### src/rtl/bconv_seq.sv
// Frame sequencer for a weight-stationary binary conv engine: per row, each
// output-channel group loads its weights, commits them, then streams the row.
module bconv_seq #(
  parameter int CHANNEL = 256,
  parameter int SIZE    = 56,
  parameter int BATCH   = 2,
  parameter int PACK    = 8,
  parameter int WIDTH_W = 18,
  parameter int GAP     = 0,
  parameter int PB      = CHANNEL / PACK,
  parameter int GROUPS  = CHANNEL / BATCH,
  parameter int WA      = $clog2(GROUPS * PB),
  parameter int PA      = $clog2(SIZE)
) (
  input  logic                      i_sclk,
  input  logic                      i_rst,
  input  logic                      i_start,
  input  logic                      i_abort,
  input  logic                      i_ready,
  output logic                      o_wt_rd_en,
  output logic [WA-1:0]             o_wt_rd_addr,
  input  logic [WIDTH_W*PACK-1:0]   i_wt_rd_data,
  output logic                      o_weight_vld,
  output logic [WIDTH_W*PACK-1:0]   o_weight,
  output logic                      o_fm_rd_en,
  output logic [PA-1:0]             o_fm_col,
  output logic [PA-1:0]             o_fm_row,
  output logic                      o_vsync,
  output logic                      o_hsync,
  output logic                      o_reuse,
  output logic                      o_valid,
  output logic                      o_busy,
  output logic                      o_done
);

  localparam int BW  = (PB > 1) ? $clog2(PB) : 1;
  localparam int GW  = (GROUPS > 1) ? $clog2(GROUPS) : 1;
  localparam int GPW = (GAP > 1) ? $clog2(GAP) : 1;

  // IDLE wait start | VS frame sync | HS row sync | WCHK wait ready | WLOAD weight beats
  // WLAT last beat lands | REUSE commit | STREAM row pixels | GAP idle | DONE frame end
  typedef enum logic [3:0] {
    S_IDLE, S_VS, S_HS, S_WCHK, S_WLOAD, S_WLAT, S_REUSE, S_STREAM, S_GAP, S_DONE
  } state_t;

  state_t                    r_state;
  logic [PA-1:0]             r_row;
  logic [PA-1:0]             r_col;
  logic [GW-1:0]             r_group;
  logic [BW-1:0]             r_beat;
  logic [GPW-1:0]            r_gcnt;
  logic [WA-1:0]             r_gaddr;
  logic [WA-1:0]             r_addr;
  logic                      r_rd_en;
  logic                      r_fm_en;
  logic                      r_vsync;
  logic                      r_hsync;
  logic                      r_reuse;
  logic                      r_done;
  logic                      r_busy;
  logic                      r_wvld;
  logic [WIDTH_W*PACK-1:0]   r_weight;
  logic                      r_valid;

  logic [WA-1:0]             w_gaddr_next;
  logic                      w_grp_end;
  logic                      w_last_group;
  logic                      w_last_row;

  // Base address walks in PB steps so the read address never needs a multiplier.
  assign w_gaddr_next = r_gaddr + WA'(PB);
  assign w_last_group = (r_group == GW'(GROUPS - 1));
  assign w_last_row   = (r_row == PA'(SIZE - 1));
  assign w_grp_end    = ((r_state == S_STREAM) && (r_col == PA'(SIZE - 1)) && (GAP == 0)) ||
                        ((r_state == S_GAP) && (r_gcnt == GPW'(GAP - 1)));

  always_ff @(posedge i_sclk or posedge i_rst) begin
    if (i_rst) begin
      r_state  <= S_IDLE;
      r_row    <= '0;
      r_col    <= '0;
      r_group  <= '0;
      r_beat   <= '0;
      r_gcnt   <= '0;
      r_gaddr  <= '0;
      r_addr   <= '0;
      r_rd_en  <= 1'b0;
      r_fm_en  <= 1'b0;
      r_vsync  <= 1'b0;
      r_hsync  <= 1'b0;
      r_reuse  <= 1'b0;
      r_done   <= 1'b0;
      r_busy   <= 1'b0;
      r_wvld   <= 1'b0;
      r_weight <= '0;
      r_valid  <= 1'b0;
    end else begin
      // Delay stages run independently of the FSM so an abort still finishes in-flight beats.
      r_wvld   <= r_rd_en;
      r_weight <= i_wt_rd_data;
      r_valid  <= r_fm_en;
      r_vsync  <= 1'b0;
      r_hsync  <= 1'b0;
      r_reuse  <= 1'b0;
      r_done   <= 1'b0;
      r_rd_en  <= 1'b0;
      r_fm_en  <= 1'b0;
      if ((r_state != S_IDLE) && i_abort) begin
        r_state <= S_IDLE;
        r_busy  <= 1'b0;
      end else if (w_grp_end) begin
        if (!w_last_group) begin
          r_group <= r_group + 1'b1;
          r_gaddr <= w_gaddr_next;
          if (i_ready) begin
            r_state <= S_WLOAD;
            r_rd_en <= 1'b1;
            r_addr  <= w_gaddr_next;
            r_beat  <= '0;
          end else begin
            r_state <= S_WCHK;
          end
        end else if (!w_last_row) begin
          r_row   <= r_row + 1'b1;
          r_group <= '0;
          r_gaddr <= '0;
          r_state <= S_HS;
          r_hsync <= 1'b1;
        end else begin
          r_state <= S_DONE;
          r_done  <= 1'b1;
        end
      end else begin
        case (r_state)
          S_IDLE: begin
            if (i_start && !i_abort) begin
              r_state <= S_VS;
              r_vsync <= 1'b1;
              r_busy  <= 1'b1;
              r_row   <= '0;
              r_col   <= '0;
              r_group <= '0;
              r_beat  <= '0;
              r_gcnt  <= '0;
              r_gaddr <= '0;
            end
          end
          S_VS: begin
            r_state <= S_HS;
            r_hsync <= 1'b1;
          end
          S_HS, S_WCHK: begin
            if (i_ready) begin
              r_state <= S_WLOAD;
              r_rd_en <= 1'b1;
              r_addr  <= r_gaddr;
              r_beat  <= '0;
            end else begin
              r_state <= S_WCHK;
            end
          end
          S_WLOAD: begin
            if (r_beat == BW'(PB - 1)) begin
              r_state <= S_WLAT;
            end else begin
              r_beat  <= r_beat + 1'b1;
              r_addr  <= r_addr + 1'b1;
              r_rd_en <= 1'b1;
            end
          end
          S_WLAT: begin
            r_state <= S_REUSE;
            r_reuse <= 1'b1;
          end
          S_REUSE: begin
            r_state <= S_STREAM;
            r_fm_en <= 1'b1;
            r_col   <= '0;
          end
          S_STREAM: begin
            if (r_col != PA'(SIZE - 1)) begin
              r_col   <= r_col + 1'b1;
              r_fm_en <= 1'b1;
            end else begin
              r_state <= S_GAP;
              r_gcnt  <= '0;
            end
          end
          S_GAP: begin
            r_gcnt <= r_gcnt + 1'b1;
          end
          S_DONE: begin
            r_state <= S_IDLE;
            r_busy  <= 1'b0;
          end
          default: begin
            r_state <= S_IDLE;
            r_busy  <= 1'b0;
          end
        endcase
      end
    end
  end

  assign o_wt_rd_en   = r_rd_en;
  assign o_wt_rd_addr = r_addr;
  assign o_weight_vld = r_wvld;
  assign o_weight     = r_weight;
  assign o_fm_rd_en   = r_fm_en;
  assign o_fm_col     = r_col;
  assign o_fm_row     = r_row;
  assign o_vsync      = r_vsync;
  assign o_hsync      = r_hsync;
  assign o_reuse      = r_reuse;
  assign o_valid      = r_valid;
  assign o_busy       = r_busy;
  assign o_done       = r_done;

endmodule

### config.mk
export PLATFORM = sky130hd
export DESIGN_NAME = bconv_seq
export DESIGN_NICKNAME = d
export VERILOG_FILES = /design/src/rtl/bconv_seq.sv
export SDC_FILE = /design/constraint.sdc
export NUM_CORES = 1
export LEC_CHECK = 0
export BUFFER_PORTS_ARGS = -buffer_cell sky130_fd_sc_hd__buf_2
export CORE_AREA = 2 2 126 128
export CTS_CLUSTER_SIZE = 40
export DETAILED_ROUTE_END_ITERATION = 6
export DIE_AREA = 0 0 128 130
export PLACE_DENSITY = 0.78
export SLEW_MARGIN = 40
export SYNTH_ARGS = -nofsm -noshare
export SYNTH_HDL_FRONTEND = slang
export SYNTH_SLANG_ARGS = --single-unit
### constraint.sdc
create_clock -name i_sclk -period 7.7 [get_ports i_sclk]
set_clock_uncertainty 0.2 [all_clocks]
set_input_delay 1.54 -clock i_sclk [delete_from_list [all_inputs] [get_ports i_sclk]]
set_output_delay 1.54 -clock i_sclk [all_outputs]
set_load 0.02 [all_outputs]
==> out/qor.txt, run 1 <==
fraction of the cycle the final worst path needs -> 38.7%
synthesis-stage register bit count -> 201
register-to-register setup slack -> 4.80 ns
count of routing violations after the opening detailed-route iteration -> 626
relative contribution of the clock network to total power -> 39.7%
count of buffers added by post-CTS timing repair for setup -> 0
number of enable flip-flop cells after synthesis -> 0
worst slack at placement -> 4.33 ns
Int Pwr -> 1.94 mW
sinks on the clock net -> 201
number of filler cells placed in the layout -> 1242
Pwr per Cell Area -> 288 nW/um^2
leading post-synthesis cells by cell area -> sky130_fd_sc_hd__dfrtp_1, sky130_fd_sc_hd__o21ai_0, sky130_fd_sc_hd__nand2_1
CTS Root Cell -> sky130_fd_sc_hd__clkbuf_16
hold_ws -> 0.170 ns
sum of negative setup slack -> 0 ns
crit-path leading delay family -> flip-flops
post-synthesis instance area -> 6870 um^2
first element of the critical path -> o_fm_col[3]
R2R Path End -> r_beat[3]
HPWL after detailed placement -> 16.8 mm
category of the critical setup timing path -> reg -> out
effective utilization at floorplan -> 44.6%
WP data required -> 5.96 ns
Total Routing Usage GR -> 26.0%
wire length on met1 -> 9.44 mm
critical path's slowest cell -> sky130_fd_sc_hd__dfrtp_1
horizontal extent of the die -> 128 um
net switching component of the power -> 0.785 mW
cts-stage hold buffer count -> 0
I/O pin total -> 326
Rows -> 46
number of setup violations in the final report -> 0
share of total power in combinational logic -> 16.2%
final hold violation count -> 0
drt pass-1 iters -> 5
beginning of the worst register-to-register path -> r_state[2]
ratio of routed vias to standard cells -> 5.29
GR Overflow Total -> 0
critical path's largest stage delay -> 0.51 ns
Seq/Total Area, Yosys -> 73.2%
cts repair resizes -> 0
dominant register cell in the synthesized netlist -> sky130_fd_sc_hd__dfrtp_1
overall power -> 2.72 mW
kind of launch point of the worst setup path -> flip-flop
CP bufs+invs -> 1
number of max-cap violations -> 0
crit path time final -> 2.98 ns
total via count in the routed design -> 5578
worst path arrival time -> 1.24 ns
number of antenna repair diodes -> 0
antenna violations before repair -> 2
post-route setup slack -> 4.72 ns
Clk Latency, worst-skew pair -> 0.50 ns
GPL Wtd Cong -> 0.905
fraction of layout instances using a drive strength above 1 -> 44.0%
switch share -> 28.8%
result of the run -> finished clean
Layout area overhead -> 37.6%
endpoint kind of the worst setup timing path -> primary output
post-synthesis cell type count -> 63
top-area cell type share of the netlist area -> 73.2%
Inserted Clock Buffers -> 22
number of cells on the critical path -> 1
PortBufs -> 325
worst max-slew margin expressed relative to the limit -> 42.2%
sequence of cells on the critical path -> buf_2
total length of routed met3 wires -> 2.32 mm
clock tree from TritonCTS -> done
global-route wire length before repair -> 31.9 mm
Final ANT Viol Nets -> 0
Routed WL per cell -> 21.4 um
Post-Synthesis Mean Instance Area -> 13.5 um^2
net total in the final layout -> 1003
CTS clk-pin slew, worst paths -> 0.06 ns
top cells by count, synth -> sky130_fd_sc_hd__dfrtp_1, sky130_fd_sc_hd__nand2_1, sky130_fd_sc_hd__o21ai_0, sky130_fd_sc_hd__nor2_1, sky130_fd_sc_hd__nand3_1
vias in the first global route -> 5213
maximum number of buffers from clock root to sink -> 3
pin count of the biggest net entering global routing -> 126
relative contribution of sequential cells to total power -> 44.1%
Post-Route WL -> 22.5 mm
area leader, netlist -> sky130_fd_sc_hd__dfrtp_1
capturing element of the worst setup path -> o_fm_col[3]
share of synthesized registers carrying an async set or reset -> 100%
maximum clock frequency -> 0.336 GHz
Worst Tran Pin Value -> 0.864 ns
reported leakage power -> 4.85 nW
total count of max-transition violations in the final report -> 0
Die ar. -> 16600 um^2
met2 WL post-DR -> 10.2 mm
floorplan die height -> 130 um
synthesized netlist net count -> 666
CP Max Fanout -> 9
depth of the worst register-to-register path -> 6
unrepaired setup endpoints after global routing -> false
H-tree levels -> 1
library cell with the highest instance count after synthesis -> sky130_fd_sc_hd__dfrtp_1
Layout Cells excl Fill -> 1054
Synth Warn # -> 0
kind of path behind the tightest hold check -> reg -> reg
cell count after placement -> 1015
# DRC -> 0
number of instances in the synthesized netlist -> 510
highest metal used -> met4
maximum ir drop on the vdd rail -> 0.000191 V
core area -> 15400 um^2
[flip-flops by register name, indices dropped and copies added (netlist names), 4 cells and up]
register and count:
r_beat 5, o_weight 144, r_group 7, o_fm_col 6
r_state 4, o_wt_rd_addr 12, r_gaddr 7, o_fm_row 6
[per-stage QoR]
stage	cell area (um^2)	util (%)
after floorplan	6870	-
after global placement	8690	56.3
after detailed placement	8700	56.4
after CTS	9450	61.3
after global routing	9460	61.3
final	9460	61.3
[cell usage in the layout, fill, tap and decap left out, types with 3 or more instances in the layout]
cell,n
sky130_fd_sc_hd__clkinv_2,6
sky130_fd_sc_hd__xor2_1,3
sky130_fd_sc_hd__o21ai_0,40
sky130_fd_sc_hd__a31oi_1,8
sky130_fd_sc_hd__or3_1,4
sky130_fd_sc_hd__clkbuf_8,3
sky130_fd_sc_hd__nor2b_1,3
sky130_fd_sc_hd__a21oi_1,13
sky130_fd_sc_hd__mux2i_1,3
sky130_fd_sc_hd__o31ai_1,8
sky130_fd_sc_hd__nand2b_1,6
sky130_fd_sc_hd__nand3_1,23
sky130_fd_sc_hd__o21a_1,4
sky130_fd_sc_hd__dfrtp_1,201
sky130_fd_sc_hd__o211ai_1,4
sky130_fd_sc_hd__inv_1,3
sky130_fd_sc_hd__nand2_1,46
sky130_fd_sc_hd__a22oi_1,4
sky130_fd_sc_hd__nand4_1,5
sky130_fd_sc_hd__a211o_1,3
sky130_fd_sc_hd__and3_1,12
sky130_fd_sc_hd__ha_1,7
sky130_fd_sc_hd__nor3_1,10
sky130_fd_sc_hd__nor2_1,33
sky130_fd_sc_hd__buf_2,325
sky130_fd_sc_hd__a22o_1,8
sky130_fd_sc_hd__bufinv_16,3
sky130_fd_sc_hd__clkbuf_16,22
[layout make-up]
cell class	count	area [um^2]	share of cell area, %
clock buffers	26	596	6.30
clock inverters	13	161	1.71
inverters	5	31.3	0.331
multi-input cells	291	1760	18.6
flip-flops and latches	201	5030	53.2
well taps	192	240	2.54
repair buffers	326	1640	17.3
[routing by layer]
metal	global-route usage [%]	vias to the layer above
met3	9.80	44
met2	39.0	282
met5	0	-
li1	-	2479
met1	36.4	2773
met4	5.95	0
[worst min-delay path by stage]
stage | cells after the start | end | from
after global routing | 0 | o_weight_vld | o_wt_rd_en
after global placement | 0 | o_weight_vld | o_wt_rd_en
after floorplan | 1 | r_beat[4] | r_beat[4]
after CTS | 0 | o_weight_vld | o_wt_rd_en
final | 0 | o_weight_vld | o_wt_rd_en
after detailed placement | 0 | o_weight_vld | o_wt_rd_en
[power by group through the flow]
stage / clock [mW] / sequential, mW / combinational, mW
6_report: 1.08 / 1.20 / 0.441
5_1_grt: 1.14 / 1.21 / 0.478
4_1_cts: 1.10 / 1.20 / 0.440
3_5_place_dp: 0 / 1.22 / 0.434
3_3_place_gp: 0 / 1.22 / 0.429
2_1_floorplan: 0 / 1.26 / 0.225
[kinds of logic (layout without fill, tap and decap cells)]
| family | after synthesis | after routing | synth area share [%] |
|---|---|---|---|
| DFF | 201 | 201 | 73.2 |
| xor gates and xnor gates | 5 | 5 | 0.637 |
| AOI/OAI and AO/OA | 114 | 114 | 10.8 |
| adders and majority gates | 7 | 7 | 1.27 |
| muxes | 5 | 5 | 0.764 |
| buffers and inverters | 18 | 370 | 1.26 |
| and+or+nand+nor | 160 | 160 | 12.1 |
Power figures use the tool's default switching activity.
==> inputs of run 2 (changes only) <==
==> constraint.sdc (replaced) <==
create_clock -name i_sclk -period 2.9 [get_ports i_sclk]
set_clock_uncertainty 0.2 [all_clocks]
set_input_delay 0.58 -clock i_sclk [delete_from_list [all_inputs] [get_ports i_sclk]]
set_output_delay 0.58 -clock i_sclk [all_outputs]
set_load 0.02 [all_outputs]
==> run 2 against run 1 <==
Against the previous run:
- setup slack got worse by 4.4 ns
- non-clock buffer count increased by 155
- hold slack got worse by 0.16 ns
- global-route usage increased by 4.7 points
- core utilization increased by 9.7 points
- clock power increased to 2.5 times the previous value
- via count increased by 14%
- register-to-register slack got worse by 4.5 ns
- cell count increased by 15%
- first-iteration DRC count decreased by 2.4%
- die area unchanged
- critical endpoint is now o_wt_rd_addr[6]
==> out/qor.txt, run 2 (same netlist as run 1, synthesis figures left out) <==
result of the run -> finished clean
kind of path behind the tightest hold check -> in -> reg
GR Overflow Total -> 0 (unchanged)
cell count after placement -> 1034 (+1.9%)
global-route wire length before repair -> 37.9 mm (+19%)
maximum number of buffers from clock root to sink -> 3 (unchanged)
WP data required -> 3.07 ns (-2.89 ns)
effective utilization at floorplan -> 44.6% (unchanged)
HPWL after detailed placement -> 17.4 mm (+3.9%)
number of flip-flops under the largest register name -> 144 (unchanged)
Total Routing Usage GR -> 30.6% (+4.7 points)
CTS clk-pin slew, worst paths -> 0.06 ns (about the same)
I/O pin total -> 326 (unchanged)
endpoint kind of the worst setup timing path -> flip-flop
Layout area overhead -> 59.3%
fraction of the cycle the final worst path needs -> 90.1%
number of setup violations in the final report -> 0 (unchanged)
sinks on the clock net -> 201 (unchanged)
worst path arrival time -> 2.78 ns (+1.54 ns)
# DRC -> 0 (unchanged)
register-to-register setup slack -> 0.29 ns (-4.51 ns)
unrepaired setup endpoints after global routing -> false
Inserted Clock Buffers -> 22 (unchanged)
fraction of layout instances using a drive strength above 1 -> 38.9% (-5.1 points)
leading cell types in the layout, fill and taps excluded -> sky130_fd_sc_hd__buf_2, sky130_fd_sc_hd__dfrtp_1, sky130_fd_sc_hd__dlygate4sd3_1
drt pass-1 iters -> 5 (unchanged)
Clk Latency, worst-skew pair -> 0.50 ns (about the same)
horizontal extent of the die -> 128 um (unchanged)
Pwr per Cell Area -> 673 nW/um^2 (+130%)
number of stages on the worst hold path -> 1 (+1)
number of antenna repair diodes -> 0 (unchanged)
area taken by flip-flops and latches -> 5030 um^2 (unchanged)
floorplan die height -> 130 um (unchanged)
total via count in the routed design -> 6338 (+14%)
sum of negative setup slack -> 0 ns (unchanged)
CTS Root Cell -> sky130_fd_sc_hd__clkbuf_16
overall power -> 7.37 mW (+170%)
Routed WL per cell -> 21.8 um (+1.9%)
most frequent standard cell in the layout excluding fill and tap cells -> sky130_fd_sc_hd__buf_2
CP Max Fanout -> 12 (+3)
number of filler cells placed in the layout -> 1055 (-15%)
clock tree from TritonCTS -> done
maximum ir drop on the vdd rail -> 0.000440 V (+130%)
ratio of routed vias to standard cells -> 5.25 (-0.86%)
kind of launch point of the worst setup path -> flip-flop
H-tree levels -> 1 (unchanged)
total cell area at the placement stage -> 8860 um^2 (+1.9%)
PortBufs -> 325 (unchanged)
Layout Cells excl Fill -> 1208 (+15%)
pin count of the biggest net entering global routing -> 51 (-60%)
count of buffers added by post-CTS timing repair for setup -> 0 (unchanged)
multi-input combinational cell area -> 1760 um^2 (+0.14%)
count of routing violations after the opening detailed-route iteration -> 611 (-2.4%)
Post-Route WL -> 26.3 mm (+17%)
category of the critical setup timing path -> reg -> reg
GPL Wtd Cong -> 0.890 (-1.7%)
core area -> 15400 um^2 (unchanged)
Rows -> 46 (unchanged)
final hold violation count -> 0 (unchanged)
vias in the first global route -> 6290 (+21%)
antenna violations before repair -> 2 (unchanged)
Die ar. -> 16600 um^2 (unchanged)
crit path time final -> 2.61 ns
maximum clock frequency -> 0.383 GHz
Worst Tran Pin Value -> 0.693 ns (-0.171 ns)
number of max-cap violations -> 0 (unchanged)
reported leakage power -> 5.50 nW (+13%)
total count of max-transition violations in the final report -> 0 (unchanged)
worst max-slew margin expressed relative to the limit -> 53.7% (+12 points)
Final ANT Viol Nets -> 0 (unchanged)
depth of the worst register-to-register path -> 6 (unchanged)
net total in the final layout -> 1158 (+15%)
Non-Filler Cell Area, Final -> 11000 um^2 (+16%)
-- run 2: changes by cell type in the layout (fill, tap and decap cells not counted), sizes merged --
cell         delta
dlygate4sd3   +136
clkbuf          +5
clkinvlp        +1
bufinv          -2
buf            +19
clkinv          -5
-- run 2: area by class of cell --
cell class	count	share of cell area (%)
clock buffers	31	5.99
clock inverters	7	0.571
inverters	5	0.206
multi-input cells	291	16.1
flip-flops and latches	201	45.9
well taps	192	2.19
repair buffers	481	29.0
-- run 2: final timing paths --
check                             startpoint               to
setup reg to reg                  r_state[1]  o_wt_rd_addr[6]
max in group asynchronous              i_rst    o_weight[129]
hold reg to reg                   o_fm_rd_en          o_valid
setup / recovery                  r_state[1]  o_wt_rd_addr[6]
min in group asynchronous              i_rst     o_weight[47]
hold / removal             i_wt_rd_data[110]    o_weight[110]
-- run 2: per-layer routing --
metal  vias to the layer above  global-route usage (%)  wire [um]
li1                       2786                       -          -
met1                      3176                    42.6      11100
met2                       313                    49.3      12500
met3                        61                    5.90       1820
met4                         2                    10.1        892
met5                         -                       0         13
-- run 2: repair_timing --
| item | 4_1_cts | 5_1_grt |
|---|---|---|
| hold endpoints to repair | 155 | 1 |
| gates resized for setup | 0 | 1 |
| endpoints found under the setup margin | 0 | 2 |
| hold buffers | 135 | 1 |
-- run 2: stage by stage --
| stage | worst slack, ns | hold slack, ns | utilization [%] |
|---|---|---|---|
| CTS | 0.163 | 0.000539 | 70.9 |
| global placement | 0.277 | 0.164 | 57.5 |
| finish | 0.287 | 0.0108 | 71.0 |
| detailed placement | 0.193 | 0.165 | 57.5 |
| floorplan | -0.482 | 0.273 | - |
| global route | 0.0935 | 0.00289 | 71.0 |
-- run 2: worst max-delay path, stage by stage (launching register included) --
cell and delay, ns:
sky130_fd_sc_hd__dfrtp_1 0.58, sky130_fd_sc_hd__nand4b_4 0.21, sky130_fd_sc_hd__nor3_2 0.44, sky130_fd_sc_hd__a221oi_1 0.21
sky130_fd_sc_hd__o21a_1 0.32, sky130_fd_sc_hd__inv_2 0.16, sky130_fd_sc_hd__mux2_2 0.35
-- run 2: power by group --
| part | internal [mW] | switching (mW) | leakage, nW |
|---|---|---|---|
| clock | 1.66 | 1.09 | 0.357 |
| combinational | 0.599 | 0.858 | 2.68 |
| sequential | 3.00 | 0.169 | 2.46 |
